### src/rtl/fft_agu.sv
// Address generator and sequencer for an in-place radix-2 DIT FFT over a two-port RAM.
// Define FFT_AGU_HOLD_EN to split each butterfly into a read cycle and a write-back cycle.
module fft_agu #(
    parameter int N = 9
) (
    input  logic                 clk,
    input  logic                 reset,
    input  logic                 start,
    output logic [N-1:0]         add_a,
    output logic [N-1:0]         add_b,
    output logic [N-2:0]         twiddle_addr,
    output logic                 we,
    output logic [$clog2(N)-1:0] stage,
    output logic                 busy,
    output logic                 done
);

    localparam int SW = $clog2(N);
    localparam logic [N-2:0] ONES = '1;
    localparam logic [SW-1:0] LAST_S = SW'(N - 1);

    typedef enum logic [1:0] {
        IDLE = 2'd0,
        RUN  = 2'd1,
        DONE = 2'd2
    } state_t;

    state_t        state;
    logic [N-2:0]  i;
    logic [SW-1:0] s;
    logic          adv;
    logic          last_bfly;
    logic          last_stage;
    logic [2*N-1:0] rot_a;
    logic [2*N-1:0] rot_b;

`ifdef FFT_AGU_HOLD_EN
    // ph = 0 is the read cycle, ph = 1 the write-back cycle of the same butterfly.
    logic ph;
    assign adv = ph;
`else
    assign adv = 1'b1;
`endif

    assign last_bfly  = (i == ONES);
    assign last_stage = (s == LAST_S);

    always_ff @(posedge clk) begin
        if (reset) begin
            state <= IDLE;
            i     <= '0;
            s     <= '0;
`ifdef FFT_AGU_HOLD_EN
            ph    <= 1'b0;
`endif
        end else begin
            case (state)
                IDLE: begin
                    i <= '0;
                    s <= '0;
`ifdef FFT_AGU_HOLD_EN
                    ph <= 1'b0;
`endif
                    if (start) state <= RUN;
                end
                RUN: begin
`ifdef FFT_AGU_HOLD_EN
                    ph <= ~ph;
`endif
                    if (adv) begin
                        i <= i + 1'b1;
                        if (last_bfly) begin
                            if (last_stage) state <= DONE;
                            else            s <= s + 1'b1;
                        end
                    end
                end
                DONE: begin
                    i     <= '0;
                    s     <= '0;
                    state <= IDLE;
                end
                default: state <= IDLE;
            endcase
        end
    end

    // Rotate-left within N bits: shift a doubled copy and keep the upper half.
    assign rot_a = {i, 1'b0, i, 1'b0} << s;
    assign rot_b = {i, 1'b1, i, 1'b1} << s;

    always_comb begin
        add_a        = '0;
        add_b        = '0;
        twiddle_addr = '0;
        we           = 1'b0;
        stage        = '0;
        busy         = 1'b0;
        done         = 1'b0;
        case (state)
            RUN: begin
                add_a        = rot_a[2*N-1:N];
                add_b        = rot_b[2*N-1:N];
                twiddle_addr = i & (ONES << (LAST_S - s));
                we           = adv;
                stage        = s;
                busy         = 1'b1;
            end
            DONE: begin
                stage = s;
                busy  = 1'b1;
                done  = 1'b1;
            end
            default: ;
        endcase
    end

endmodule

### config.mk
export PLATFORM = sky130hd
export DESIGN_NAME = fft_agu
export DESIGN_NICKNAME = d
export VERILOG_FILES = /design/src/rtl/fft_agu.sv
export SDC_FILE = /design/constraint.sdc
export NUM_CORES = 1
export LEC_CHECK = 0
export ABC_AREA = 0
export CORE_MARGIN = 5
export CORE_UTILIZATION = 30
export CTS_BUF_LIST = sky130_fd_sc_hd__clkbuf_4 sky130_fd_sc_hd__clkbuf_8
export DETAILED_ROUTE_END_ITERATION = 8
export PLACE_DENSITY_LB_ADDON = 0.1
export SYNTH_ARGS = -nofsm -noshare
export SYNTH_HDL_FRONTEND = slang
export SYNTH_SLANG_ARGS = --single-unit
### constraint.sdc
create_clock -name clk -period 2.6 [get_ports clk]
set_clock_uncertainty 0.05 [all_clocks]
set_input_delay 0.26 -clock clk [delete_from_list [all_inputs] [get_ports clk]]
set_output_delay 0.26 -clock clk [all_outputs]
set_load 0.005 [all_outputs]
Yosys cells after proc, flatten, opt, wreduce, memory -nomap -nowiden. Index checks and enable logic that the tools add are counted.

Add/subtract/negate cells: 3. Equal/unequal tests: 8. Shift operators: 3. Multiplexer cells: 15. Bitwise operators: 1. Reduce and logical (&&, ||, !) cells: 6.

Operator list (count): $shl A18 B4 Y18 (2); $mux W9 (2); $pmux W8 S2 (1); $mux W4 (3); $add A8 B1 Y8 const B (1); $and A8 B8 Y8 (1); $eq A8 B8 Y1 const B (1); $mux W8 (1); $ne A2 B2 Y1 const B (4); $pmux W4 S2 (1); $shl A8 B4 Y8 const A (1); $mux W2 (3); $reduce_and A3 Y1 (2); $add A4 B1 Y4 const B (1); $eq A4 B4 Y1 const B (1); $pmux W2 S2 (1); $reduce_or A2 Y1 (2); $sub A4 B4 Y4 const A (1); $mux W1 (3); $eq A2 B1 Y1 const B (1); $eq A2 B2 Y1 const B (1); $logic_not A2 Y1 (1); $reduce_bool A2 Y1 (1).

Flip-flop bits (word level): 14. Bits of input ports: 3. Output and inout port bits: 33. Word-level logic and storage cells: 39.

Longest topological paths before layout.
Depth after elaboration: 4. Depth in mapped cells: 8. Depth with buffers taken out: 6.

Least setup slack after synthesis. OpenSTA, ideal clock, no wires.

Path type: register -> output. From: register state[0]. To: output twiddle_addr[1]. Data arrival time: 1.534 ns. Required time: 2.290 ns. Path slack: 0.756 ns. Stages on the path, launching flop included: 7. Path buffers: 1. Path through: dfxtp_1 > ha_1 > inv_1 > clkbuf_1 > nor3_2 > nand2_2 > nor3b_2.

Cells in the longest elaborated chain, start to end: 2.

Ends and longest elaborated chain: start: declaration (RTL line 28) `state_t state;`; start signal: assignment (RTL line 50) `state <= IDLE;`; start signal: assignment (RTL line 64) `if (start) state <= RUN;`; start signal: assignment (RTL line 73) `if (last_stage) state <= DONE;`; $eq A2 B1 Y1 (RTL line 100) `case (state)`; $mux W8 (RTL line 100); end: declaration (RTL line 11) `output logic [N-2:0] twiddle_addr,`.

Every way passes these cells.

Worst setup path in the final report.
From: register s[1]. To: output add_b[1].

Cells in the longest elaborated chain, start to end: 2.

Ends and longest elaborated chain: start: declaration (RTL line 30) `logic [SW-1:0] s;`; start signal: assignment (RTL line 74) `else s <= s + 1'b1;`; $shl A18 B4 Y18 (RTL line 90) `assign rot_b = {i, 1'b1, i, 1'b1} << s;`; $mux W9 (RTL line 100); end: declaration (RTL line 10) `output logic [N-1:0] add_b,`.

Every way passes these cells.

==> results_dict.tcl <==
set metrics [dict create \
    mappedNetlistNets 259 \
    first_global_vias 1922 \
    detail_route.wl_per_cell_um 17.4 \
    dpl.cell_count 361 \
    critical_path.startpoint_type "register" \
    clock-sinks 14 \
    start_util_pct 30.8 \
    row_count 29 \
    overall_power_mw 0.643 \
    synth_area_sq_um 1970 \
    antennaDiodeCount 0 \
    cts_tree "done" \
    synth_cell_type_count 56 \
    final-hold-violation-count 0 \
    final.setup.tns_ps 0 \
    drtIter0Drc 78 \
    slew-limit-headroom_pct 59.0 \
    vias 2016 \
    clkTransAtPathRegs_ps 60 \
    hold_path.class "reg2reg" \
    worst_ep_required_time_ps 2290 \
    postLayoutSetupSlackWorst_ps 96.7 \
    synth_seq_cells 14 \
    clock_tree.htree_level_count 1 \
    number_of_antenna_violations_at_the_first_check_in_global_routing 0 \
    final_nets 301 \
    finalHoldWorstSlack_ps 530 \
    core_area_sq_um 6390 \
    number_of_synthesized_flops_with_an_enable_pin 0 \
    holdPathEnd "i[7]$_SDFFE_PP0P_" \
    critical_path_peak_fanout 13 \
    depth_of_the_most_critical_reg_to_reg_path 6 \
    numCtsBuffers 3 \
    ir_worst_vdd_mv 0.225 \
    final_common_cell "sky130_fd_sc_hd__clkdlybuf4s50_1" \
    design.portCount 36 \
    rrSetupSlack_ps 670 \
    hold-path-cell-count 2 \
    grt_setup_unrepaired "no" \
    outcome "completed" \
    worst_pin_slew_ps 614 \
    placement.io_buffers 35 \
    synthFlopType "sky130_fd_sc_hd__dfxtp_1" \
    holdBufCountCts 0 \
    finalSetupViolCount 0 \
    worst_skew_pair.late_latency_ps 250 \
    max_freq_ghz 0.399 \
    post-route-period-util_pct 96.3 \
    synth_area_per_cell_sq_um 7.97 \
    timing.final.crit_period_ps 2500 \
    power_per_cell_area_nw_per_um2 250 \
    max_slew_violation_count 0 \
    startpoint_of_the_tightest_hold_check_path "i[7]$_SDFFE_PP0P_" \
    worst_setup_path_end_kind "output port" \
    drv_cap 0 \
    route.detailed.drc 0 \
    drtPass1Iterations 5 \
    cellLeakagePower_nw 0.883 \
    vias_per_cell 5.54 \
    placement.setup.worst_slack_ps 179 \
    grt_overflow_total 0 \
    pin_count_of_the_biggest_net_entering_global_routing 18 \
    fillers 678 \
    clockBufferDepth 2 \
    globalplace.congestion 0.884 \
    drt-total-wl_um 6320 \
    cts_root_buffer "sky130_fd_sc_hd__clkbuf_8" \
    asyncSetResetFlopFracSynth_pct 0 \
    layout-area-overhead-vs-synth_pct 30.8 \
    layout.cells.most_common_list "34 x sky130_fd_sc_hd__clkdlybuf4s50_1, 27 x sky130_fd_sc_hd__buf_4, 17 x sky130_fd_sc_hd__mux2i_1, 17 x sky130_fd_sc_hd__nor2_1, 16 x sky130_fd_sc_hd__nand2_1" \
    layout.cells.non_filler 364 \
    arrival_ps 2190 \
    cells_after_synthesis 247 \
    die_width_um 91.0 \
    estimated_wirelength_of_the_detail_placed_design_um 4840 \
    grt_util_all_layers_pct 14.8 \
    timing_worst_setup_path_type "reg2out" \
    synth-seq-area-share_pct 14.2 \
    route.antenna.remaining_nets 0 \
    layout-drive-gt1-share_pct 20.9 \
    vert_die_dim_um 91.0 \
    yosysWarnings 0 \
    regToRegEndpoint "s[1]$_SDFFE_PP0P_" \
    dieArea_sq_um 8280 \
    r2r-start "i[0]$_SDFFE_PP0P_" \
    grt_first_pass_wirelength_um 10200 \
]
-- cell families after synthesis --
logic type               share of synthesized area, %
AO/OA/AOI/OAI                                    24.3
XOR/XNOR                                         3.11
adder cells (fa/ha/maj)                          5.72
buffers and inverters                            9.53
flip-flops                                       14.2
multiplexers                                     18.2
AND/OR/NAND/NOR                                  24.8
-- critical path, stage by stage, from the launching register on --
cell and delay [ps]:
sky130_fd_sc_hd__dfxtp_4 380, sky130_fd_sc_hd__buf_6 160, sky130_fd_sc_hd__nand2b_1 200, sky130_fd_sc_hd__mux4_2 500, sky130_fd_sc_hd__nor2_1 110, sky130_fd_sc_hd__o21a_1 110, sky130_fd_sc_hd__clkdlybuf4s50_1 490
-- synthesized netlist by cell type (2+ instances only) --
cell,number,area [sq um]
sky130_fd_sc_hd__buf_6,4,45.0
sky130_fd_sc_hd__ha_1,9,113
sky130_fd_sc_hd__nor2_1,17,63.8
sky130_fd_sc_hd__or2_2,2,12.5
sky130_fd_sc_hd__nor3_1,4,20.0
sky130_fd_sc_hd__nand2b_1,8,50.1
sky130_fd_sc_hd__clkbuf_1,2,7.51
sky130_fd_sc_hd__mux2i_1,18,180
sky130_fd_sc_hd__o32ai_1,3,26.3
sky130_fd_sc_hd__dfxtp_1,14,280
sky130_fd_sc_hd__a211oi_1,6,45.0
sky130_fd_sc_hd__o21ai_0,14,70.1
sky130_fd_sc_hd__o31a_1,2,17.5
sky130_fd_sc_hd__xnor2_1,3,26.3
sky130_fd_sc_hd__o22ai_1,4,25.0
sky130_fd_sc_hd__buf_4,2,15.0
sky130_fd_sc_hd__nand2_1,16,60.1
sky130_fd_sc_hd__nand3_1,6,30.0
sky130_fd_sc_hd__o31ai_1,2,15.0
sky130_fd_sc_hd__a311oi_1,4,35.0
sky130_fd_sc_hd__and3_1,4,25.0
sky130_fd_sc_hd__nand3b_1,2,15.0
sky130_fd_sc_hd__o211ai_1,2,15.0
sky130_fd_sc_hd__mux4_2,5,113
sky130_fd_sc_hd__and2_1,6,37.5
sky130_fd_sc_hd__a21oi_1,15,75.1
sky130_fd_sc_hd__nor3b_2,2,25.0
sky130_fd_sc_hd__inv_1,7,26.3
sky130_fd_sc_hd__a31oi_1,4,25.0
sky130_fd_sc_hd__o21bai_1,2,15.0
sky130_fd_sc_hd__or3_1,4,25.0
sky130_fd_sc_hd__nor2b_1,5,31.3
sky130_fd_sc_hd__nand4b_1,2,17.5
sky130_fd_sc_hd__xor2_1,4,35.0
sky130_fd_sc_hd__buf_2,18,90.1
sky130_fd_sc_hd__o21a_1,2,15.0
sky130_fd_sc_hd__mux4_1,2,52.6
sky130_fd_sc_hd__a21o_1,2,15.0
sky130_fd_sc_hd__nor3_2,2,20.0
-- report_power, final --
| part | internal (mW) | switching, mW | total, mW | leakage (nW) |
|---|---|---|---|---|
| Combinational | 0.105 | 0.121 | 0.226 | 0.744 |
| Sequential | 0.221 | 0.0136 | 0.234 | 0.118 |
| Clock | 0.103 | 0.0800 | 0.183 | 0.0216 |
-- stage by stage --
step / cell area [sq um] / util [%]
after floorplan: 1970 / -
after global placement: 2480 / 38.9
after detailed placement: 2480 / 38.9
after CTS: 2540 / 39.8
after global routing: 2580 / 40.3
final: 2580 / 40.3
-- sequential cells by signal, indices dropped and copies added (netlist names) --
name	cells
i	8
s	4
state	2
-- worst max path at each step --
| stage | from | to | slack [ps] | cells past startpoint |
|---|---|---|---|---|
| floorplan | state[0]$_SDFFE_PP0P_ | twiddle_addr[1] | 760 | 6 |
| global placement | s[1]$_SDFFE_PP0P_ | add_a[1] | 210 | 6 |
| detailed placement | s[1]$_SDFFE_PP0P_ | add_a[1] | 180 | 6 |
| CTS | s[1]$_SDFFE_PP0P_ | add_a[4] | 5 | 6 |
| global route | s[3]$_SDFFE_PP0P_ | add_a[3] | 10 | 5 |
| finish | s[1]$_SDFFE_PP0P_ | add_b[1] | 100 | 6 |
-- area by class of cell --
| cell class | count | area (sq um) | share of cell area (%) |
|---|---|---|---|
| Multi-Input combinational cell | 199 | 1530 | 59.5 |
| Inverter | 7 | 26.3 | 1.02 |
| Tap cell | 77 | 96.3 | 3.74 |
| Clock buffer | 3 | 41.3 | 1.60 |
| Timing Repair Buffer | 64 | 587 | 22.8 |
| Sequential cell | 14 | 293 | 11.4 |
-- routing by layer --
layer	part of all wire, %	vias to the layer above	global-route usage (%)
li1	-	1002	-
met1	47	938	21.3
met2	47	70	23.9
met3	4.3	6	1.74
met4	1.1	0	2.81
met5	0	-	0
-- repair_timing --
| item | 4_1_cts | 5_1_grt |
|---|---|---|
| pin swaps | 0 | 1 |
| endpoints found under the setup margin | 4 | 20 |
| cloned | 0 | 0 |
| gates resized for setup | 5 | 12 |
| buffers inserted | 0 | 0 |
No activity file was read; power rests on OpenSTA's default activity.
